### config.mk
export PLATFORM = sky130hd
export DESIGN_NAME = bitwise_logic_seq
export DESIGN_NICKNAME = d
export VERILOG_FILES = /design/src/rtl/bitwise_logic_pkg.sv /design/src/rtl/logic_slice.sv /design/src/rtl/bitwise_logic_seq.sv
export SDC_FILE = /design/constraint.sdc
export NUM_CORES = 1
export LEC_CHECK = 0
export ABC_AREA = 0
export BUFFER_PORTS_ARGS = -buffer_cell sky130_fd_sc_hd__buf_2
export CAP_MARGIN = 20
export CORE_AREA = 3 3 108 110
export CTS_BUF_LIST = sky130_fd_sc_hd__clkbuf_8
export DETAILED_ROUTE_END_ITERATION = 8
export DIE_AREA = 0 0 111 113
export PLACE_DENSITY_LB_ADDON = 0.25
export SLEW_MARGIN = 30
export SYNTH_ARGS = -nofsm -noshare
export SYNTH_HDL_FRONTEND = slang
export SYNTH_SLANG_ARGS = --single-unit
### constraint.sdc
create_clock -name clock -period 3.4 [get_ports clock]
set_clock_uncertainty 0.2 [all_clocks]
set_input_delay 0.51 -clock clock [delete_from_list [all_inputs] [get_ports clock]]
set_output_delay 0.51 -clock clock [all_outputs]
set_load 0.005 [all_outputs]
### src/rtl/bitwise_logic_pkg.sv
// Shared encodings for the sliced bitwise logic unit: operation codes and FSM states.
package bitwise_logic_pkg;

    localparam logic [1:0] OP_AND  = 2'b00;
    localparam logic [1:0] OP_OR   = 2'b01;
    localparam logic [1:0] OP_XOR  = 2'b10;
    localparam logic [1:0] OP_ANDN = 2'b11;

    typedef enum logic [1:0] {
        IDLE = 2'd0,
        BUSY = 2'd1,
        DONE = 2'd2
    } state_e;

endpackage

### src/rtl/logic_slice.sv
// Combinational SLICE-bit gate array shared across all slices of an operation,
// with per-slice all-zero / all-one detection.
module logic_slice
    import bitwise_logic_pkg::*;
#(
    parameter int SLICE = 8
) (
    input  logic [1:0]       op,
    input  logic [SLICE-1:0] a_sl,
    input  logic [SLICE-1:0] b_sl,
    output logic [SLICE-1:0] r_sl,
    output logic             is_zero,
    output logic             is_ones
);

    // Select the bitwise function and classify the resulting slice.
    always_comb begin
        r_sl = {SLICE{1'b0}};
        case (op)
            OP_AND:  r_sl = a_sl & b_sl;
            OP_OR:   r_sl = a_sl | b_sl;
            OP_XOR:  r_sl = a_sl ^ b_sl;
            OP_ANDN: r_sl = a_sl & ~b_sl;
            default: r_sl = a_sl & b_sl;
        endcase
        is_zero = (r_sl == {SLICE{1'b0}});
        is_ones = (r_sl == {SLICE{1'b1}});
    end

endmodule

### src/rtl/bitwise_logic_seq.sv
// Multi-cycle bitwise logic unit: captures operands, evaluates one SLICE per cycle
// through a shared logic_slice, then presents result and zero/ones flags via valid/ready.
module bitwise_logic_seq
    import bitwise_logic_pkg::*;
#(
    parameter int WIDTH = 32,
    parameter int SLICE = 8
) (
    input  logic             clock,
    input  logic             reset_n,
    input  logic             in_valid,
    output logic             in_ready,
    input  logic [1:0]       op,
    input  logic [WIDTH-1:0] operandA,
    input  logic [WIDTH-1:0] operandB,
    output logic             out_valid,
    input  logic             out_ready,
    output logic [WIDTH-1:0] result,
    output logic             isZero,
    output logic             isOnes
);

    localparam int NSLICE = WIDTH / SLICE;
    localparam int CW     = (NSLICE > 1) ? $clog2(NSLICE) : 1;
    localparam logic [CW-1:0] LAST_SLICE = CW'(NSLICE - 1);

    if ((WIDTH % SLICE) != 0) begin : g_bad_slice
        $error("bitwise_logic_seq: SLICE must divide WIDTH");
    end

    state_e           state_q, state_d;
    logic [CW-1:0]    cnt_q, cnt_d;
    logic [1:0]       op_q, op_d;
    logic [WIDTH-1:0] a_q, a_d;
    logic [WIDTH-1:0] b_q, b_d;
    logic [WIDTH-1:0] result_q, result_d;
    logic             zacc_q, zacc_d;
    logic             oacc_q, oacc_d;
    logic             iszero_q, iszero_d;
    logic             isones_q, isones_d;

    logic [SLICE-1:0] a_sl_s, b_sl_s, r_sl_s;
    logic             sl_zero_s, sl_ones_s;

    assign a_sl_s = a_q[cnt_q*SLICE +: SLICE];
    assign b_sl_s = b_q[cnt_q*SLICE +: SLICE];

    logic_slice #(.SLICE(SLICE)) u_slice (
        .op      (op_q),
        .a_sl    (a_sl_s),
        .b_sl    (b_sl_s),
        .r_sl    (r_sl_s),
        .is_zero (sl_zero_s),
        .is_ones (sl_ones_s)
    );

    assign in_ready  = (state_q == IDLE);
    assign out_valid = (state_q == DONE);
    assign result    = result_q;
    assign isZero    = iszero_q;
    assign isOnes    = isones_q;

    // Next-state logic: capture in IDLE, one slice per BUSY cycle, hold in DONE.
    always_comb begin
        state_d  = state_q;
        cnt_d    = cnt_q;
        op_d     = op_q;
        a_d      = a_q;
        b_d      = b_q;
        result_d = result_q;
        zacc_d   = zacc_q;
        oacc_d   = oacc_q;
        iszero_d = iszero_q;
        isones_d = isones_q;
        case (state_q)
            IDLE: begin
                if (in_valid) begin
                    op_d    = op;
                    a_d     = operandA;
                    b_d     = operandB;
                    cnt_d   = {CW{1'b0}};
                    zacc_d  = 1'b1;
                    oacc_d  = 1'b1;
                    state_d = BUSY;
                end else begin
                    state_d = IDLE;
                end
            end
            BUSY: begin
                result_d[cnt_q*SLICE +: SLICE] = r_sl_s;
                zacc_d = zacc_q & sl_zero_s;
                oacc_d = oacc_q & sl_ones_s;
                if (cnt_q == LAST_SLICE) begin
                    // Flags must include the slice being written this cycle.
                    iszero_d = zacc_q & sl_zero_s;
                    isones_d = oacc_q & sl_ones_s;
                    state_d  = DONE;
                end else begin
                    cnt_d = cnt_q + CW'(1);
                end
            end
            DONE: begin
                if (out_ready) begin
                    state_d = IDLE;
                end else begin
                    state_d = DONE;
                end
            end
            default: begin
                state_d = IDLE;
            end
        endcase
    end

    // State and datapath registers with synchronous active-low reset.
    always_ff @(posedge clock) begin
        if (!reset_n) begin
            state_q  <= IDLE;
            cnt_q    <= {CW{1'b0}};
            op_q     <= 2'b00;
            a_q      <= {WIDTH{1'b0}};
            b_q      <= {WIDTH{1'b0}};
            result_q <= {WIDTH{1'b0}};
            zacc_q   <= 1'b0;
            oacc_q   <= 1'b0;
            iszero_q <= 1'b0;
            isones_q <= 1'b0;
        end else begin
            state_q  <= state_d;
            cnt_q    <= cnt_d;
            op_q     <= op_d;
            a_q      <= a_d;
            b_q      <= b_d;
            result_q <= result_d;
            zacc_q   <= zacc_d;
            oacc_q   <= oacc_d;
            iszero_q <= iszero_d;
            isones_q <= isones_d;
        end
    end

endmodule

==> After elaboration in Yosys (flattened, before gate mapping) <==
Index checks and enable logic that the tools add are counted.
{ "totals": {"reg_bits": 106, "in_bits": 70, "output_inout_bits": 36, "wordCells": 53} }
{ "classes": {"n_addsub": 2, "eq_ne": 10, "n_shift": 4, "muxes": 12, "bitwise": 7, "reduce_logical": 8} }
{ "op_table": {"columns": ["op", "n"], "rows": [
  ["$shiftx A32 B6 Y8", 2],
  ["$neg A5 Y34", 1],
  ["$shift A8 B34 Y32 const A", 1],
  ["$shiftx A8 B34 Y32", 1],
  ["$bwmux W32", 1],
  ["$pmux W8 S4", 1],
  ["$and A8 B8 Y8", 2],
  ["$eq A2 B2 Y1 const B", 4],
  ["$eq A8 B8 Y1 const B", 1],
  ["$logic_not A8 Y1", 1],
  ["$mux W2", 4],
  ["$not A8 Y8", 1],
  ["$or A8 B8 Y8", 1],
  ["$xor A8 B8 Y8", 1],
  ["$ne A2 B2 Y1 const B", 3],
  ["$pmux W2 S3", 1],
  ["$reduce_and A2 Y1", 3],
  ["$eq A2 B1 Y1 const B", 2],
  ["$logic_not A2 Y1", 2],
  ["$pmux W1 S2", 2],
  ["$pmux W2 S2", 1],
  ["$reduce_and A3 Y1", 1],
  ["$add A2 B1 Y2 const B", 1],
  ["$and A1 B1 Y1", 2],
  ["2 further kinds", 3]
]} }

==> Longest topological paths before layout <==
{ "depth": {"depth_word": 7, "depth_mapped": 11, "mapped_depth_nobuf": 9} }

==> Modules after synthesis <==
From an unflattened synthesis, not the netlist that was laid out.
{ "hier_totals": {"hier_cells": 544, "area_unflattened_um2": 4895.9} }
{ "modules_own_cells": {"columns": ["mod", "n_inst", "cells_per_inst", "area_each_um2", "seq_area_each_um2"], "rows": [
  ["bitwise_logic_seq", 1, 446, 4235.3, 2122.0],
  ["logic_slice", 1, 98, 660.6, 0.0]
]} }

==> Worst setup path before layout <==
Ideal clock, no wire load.
{ "synth_path": {"path_type": "register to register", "startpoint": "register cnt_q[0]", "endpoint": "register oacc_q", "setup_ns": 0.070, "t_arrival_ns": 2.458, "required_time_ns": 3.130, "slack_ns": 0.672, "path_stages_with_launch": 12, "path_buffers": 2, "synth_period_minus_slack_ns": 2.728, "path_cell_list": "dfxtp_1 buf_6 buf_12 mux4_1 inv_1 ha_1 nand2_1 a21oi_1 a31o_2 nand2_1 or4b_1 a21boi_1"} }
{ "synth_between": {"elab_chain_len": 7, "word_cells_on_any_way": 11, "classes_between": "1 x eq/ne; 2 x shift; 2 x mux; 6 x bitwise"} }
{ "synth_rtl": {"columns": ["element", "line", "rtl"], "rows": [
  ["from (decl)", "bitwise_logic_seq.sv:32", "logic [CW-1:0] cnt_q, cnt_d;"],
  ["from (signal assigned)", "bitwise_logic_seq.sv:119", "cnt_q <= {CW{1'b0}};"],
  ["from (signal assigned)", "bitwise_logic_seq.sv:130", "cnt_q <= cnt_d;"],
  ["$shiftx A32 B6 Y8", "bitwise_logic_seq.sv:46", "assign b_sl_s = b_q[cnt_q*SLICE +: SLICE];"],
  ["$not A8 Y8", "logic_slice.sv:23", "OP_ANDN: r_sl = a_sl & ~b_sl;"],
  ["$and A8 B8 Y8", "logic_slice.sv:23", null],
  ["$pmux W8 S4 (*)", "logic_slice.sv:19", "case (op)"],
  ["$eq A8 B8 Y1 (*)", "logic_slice.sv:27", "is_ones = (r_sl == {SLICE{1'b1}});"],
  ["$and A1 B1 Y1 (*)", "bitwise_logic_seq.sv:92", "oacc_d = oacc_q & sl_ones_s;"],
  ["$pmux W1 S2 (*)", "bitwise_logic_seq.sv:75", "case (state_q)"],
  ["to (signal assigned)", "bitwise_logic_seq.sv:125", "oacc_q <= 1'b0;"],
  ["to (signal assigned)", "bitwise_logic_seq.sv:136", "oacc_q <= oacc_d;"],
  ["to (decl)", "bitwise_logic_seq.sv:38", "logic oacc_q, oacc_d;"]
]} }
Mark *: on every way between the ends. The rest lies on a longest branch, timed or not.
A chain may end at the register's enable or synchronous reset.

==> Worst setup path after layout <==
Ends and elaborated chain as after synthesis.

==> impl_metrics.toml <==
[routing]
drt_pass1_iterations = 4
vias = 3965
wl_per_cell_um = 15.2
vias_per_cell = 5.11
first_iter_violations = 248
drc = 0
totalWireLength_mm = 11.8
antenna_left = 0

[status]
outcome = "finished clean"

[clocking]
cts_made_buffers = 9
cts_sinks = 106
clk_latency_ns = 0.37
ctsHtreeMaxLevel = 3
root_buffer = "clkbuf_8"
tritoncts = "yes"
cts_setup_buffers = 0
hold_buffers = 0
clockBufferDepth = 2
clk_pin_slew_ns = 0.11
post_cts_resized = 0

[worst_setup_path]
r2r_start = "cnt_q[0]$_SDFFE_PN0P_"
cp_num_buf_inv = 1
slowest_delay_ns = 0.68
critical_path_required_ns = 3.50
critPathKind = "register to register"
cp.arrival_ns = 3.21
slowest_stage = "dfxtp_1"
regToRegSetupSlack_ns = 0.29
r2r_end = "oacc_q$_SDFFE_PN0P_"
reg2reg_depth = 9
cp_max_fo = 11
critPathCaptureType = "register"
cp-start-kind = "register"
crit_family = "simple AND/OR/NAND/NOR gates"
crit_path_cell_trace = "mux4_1, inv_1, ha_1, nand2_1, a21oi_1, a31o_2, and3_1, or4b_1, a21boi_1"

[sta]
hold_viol = 0
tightest_slew_ns = 0.800
finalSetupViolCount = 0
rsz0062_at_grt = "no"
layout_setup_ws_ns = 0.291
slew_headroom = 0.466
setup_tns_ns = 0
period_share = 0.914
fmax_ghz = 0.322
timing.final.max_slew_violations = 0
period_minus_slack_ns = 3.11

[grt]
gr-total-overflow = 0
grt_max_degree = 53
grt_pass1_wl_mm = 19.4
track_usage = 0.190
antenna_found_initial = 0
grt_pass1_vias = 3937

[synth]
synth_seq_area_share = 0.429
ys_warn_count = 0
syn_nets = 625
syn_inst = 539
avgSynthCellArea_um2 = 9.18
synth.distinct_cells = 32
netlist_area_mm2 = 0.00495
ys_ff_latch = 106

[layout]
fillCellCount = 1026
area_delta_synth_final_pct = 16.5
layout-drive-gt1-share = 0.231
layout.nets = 717
n_antenna_cell = 0
postLayoutCoreUtil = 0.534
final_common_cell = "nand2_1"
layout_common_cells = "148 x nand2_1, 106 x dfxtp_1, 105 x buf_2, 68 x a21boi_0, 37 x nor2b_1"

[hold_path]
worstHoldPathCells = 3
min-delay-start = "operandB[19]"
hold_class = "input pin to register"
hold_path_end = "b_q[19]$_SDFFE_PN0P_"

[floorplan]
dieArea_mm2 = 0.0125
core.rowCount = 38
start_util = 0.458
core_area_mm2 = 0.0108
die_y_um = 113
pin_count = 106
die_w_um = 111

[place]
numPortBuffers = 105
globalplace.congestion = 0.836
place_ws_ns = 0.359
dpl.hpwl_mm = 8.79

[pwr]
leakage_uw = 0.00237
power_density_mw_per_mm2 = 424
vdd_drop_max_v = 0.000192

[run]
drv_cap = 0
-- registers in the layout, indices dropped and copies added (netlist names) --
signal,flops
a_q,32
b_q,32
cnt_q,2
isOnes,1
isZero,1
oacc_q,1
op_q,2
result,32
state_q,2
zacc_q,1
-- worst register-to-register path: cells and delay by family, from the launching register on --
kind	cells	cell delay, ns
AOI/OAI and AO/OA	3	0.54
adders and majority gates	1	0.14
buffers and inverters	1	0.09
DFF	1	0.68
muxes	1	0.68
and+or+nand+nor	3	0.71
-- area by class of cell --
class	count	area, µm²	area share
clock buffer	10	138	0.0239
clock inverter	6	63.8	0.0111
inverter	22	82.6	0.0143
multi-input combinational	376	2560	0.444
sequential	106	2120	0.368
tap	140	175	0.0304
timing repair buffer	116	621	0.108
-- power by group --
group | total (µW) | leakage (µW) | internal [µW] | switching, µW
Clock | 799 | 0.000104 | 363 | 436
Combinational | 314 | 0.00140 | 143 | 171
Sequential | 1330 | 0.000865 | 1290 | 36.9
Total | 2440 | 0.00237 | 1800 | 644
-- synth_stat cells (all sizes together) --
cell    instances  area, µm²
nor2            4       15.0
nor4b           2       30.0
a21oi           8       40.0
o21ai           4       20.0
dfxtp         106       2120
nor2b          37        231
xnor2           1       8.76
xor2            7       61.3
nand3           4       20.0
a21boi         69        518
or4b            1       10.0
buf             7       83.8
nand2b          7       43.8
inv            22       82.6
a22oi          34        255
or2b            2       15.0
nor4            2       12.5
ha             16        200
nor3            3       15.0
a31o            7       61.3
mux4           16        409
and2            1       6.26
and3            1       6.26
o22ai           1       12.5
nand2         149        559
clkbuf         28        106
-- routing by layer --
layer,track usage,part of all wire,vias up
met1,0.248,0.46,1853
met4,0.0460,0.0081,0
met5,0,0,-
met2,0.325,0.49,91
met3,0.0364,0.043,7
li1,-,-,2014
-- cells by family (layout without fill, tap and decap cells) --
logic type | Yosys count | count (layout) | share of synthesized area
xor+xnor | 8 | 8 | 0.0142
compound gates | 123 | 123 | 0.183
simple gates | 213 | 213 | 0.195
mux | 16 | 16 | 0.0827
fa+ha+maj | 16 | 16 | 0.0405
buf+inv | 57 | 154 | 0.0551
flops | 106 | 106 | 0.429
-- worst max path at each step --
stage	start	end	slack, ns	depth (start not counted)
final	cnt_q[0]$_SDFFE_PN0P_	oacc_q$_SDFFE_PN0P_	0.29	9
after global routing	cnt_q[0]$_SDFFE_PN0P_	oacc_q$_SDFFE_PN0P_	0.15	9
after detailed placement	cnt_q[0]$_SDFFE_PN0P_	oacc_q$_SDFFE_PN0P_	0.36	9
after CTS	cnt_q[0]$_SDFFE_PN0P_	oacc_q$_SDFFE_PN0P_	0.32	9
after global placement	cnt_q[0]$_SDFFE_PN0P_	oacc_q$_SDFFE_PN0P_	0.52	9
after floorplan	cnt_q[0]$_SDFFE_PN0P_	oacc_q$_SDFFE_PN0P_	0.67	11
-- metrics by stage --
stage               cells  cell area [µm²]  total power, µW  hold slack [ns]
floorplan             539             4950             1570            0.239
detailed placement    760             5560             1680            0.259
global placement      760             5560             1670            0.253
finish                776             5760             2440            0.171
global route          776             5760             2550            0.175
CTS                   776             5760             2470            0.158
(Power assumes the default switching activity.)
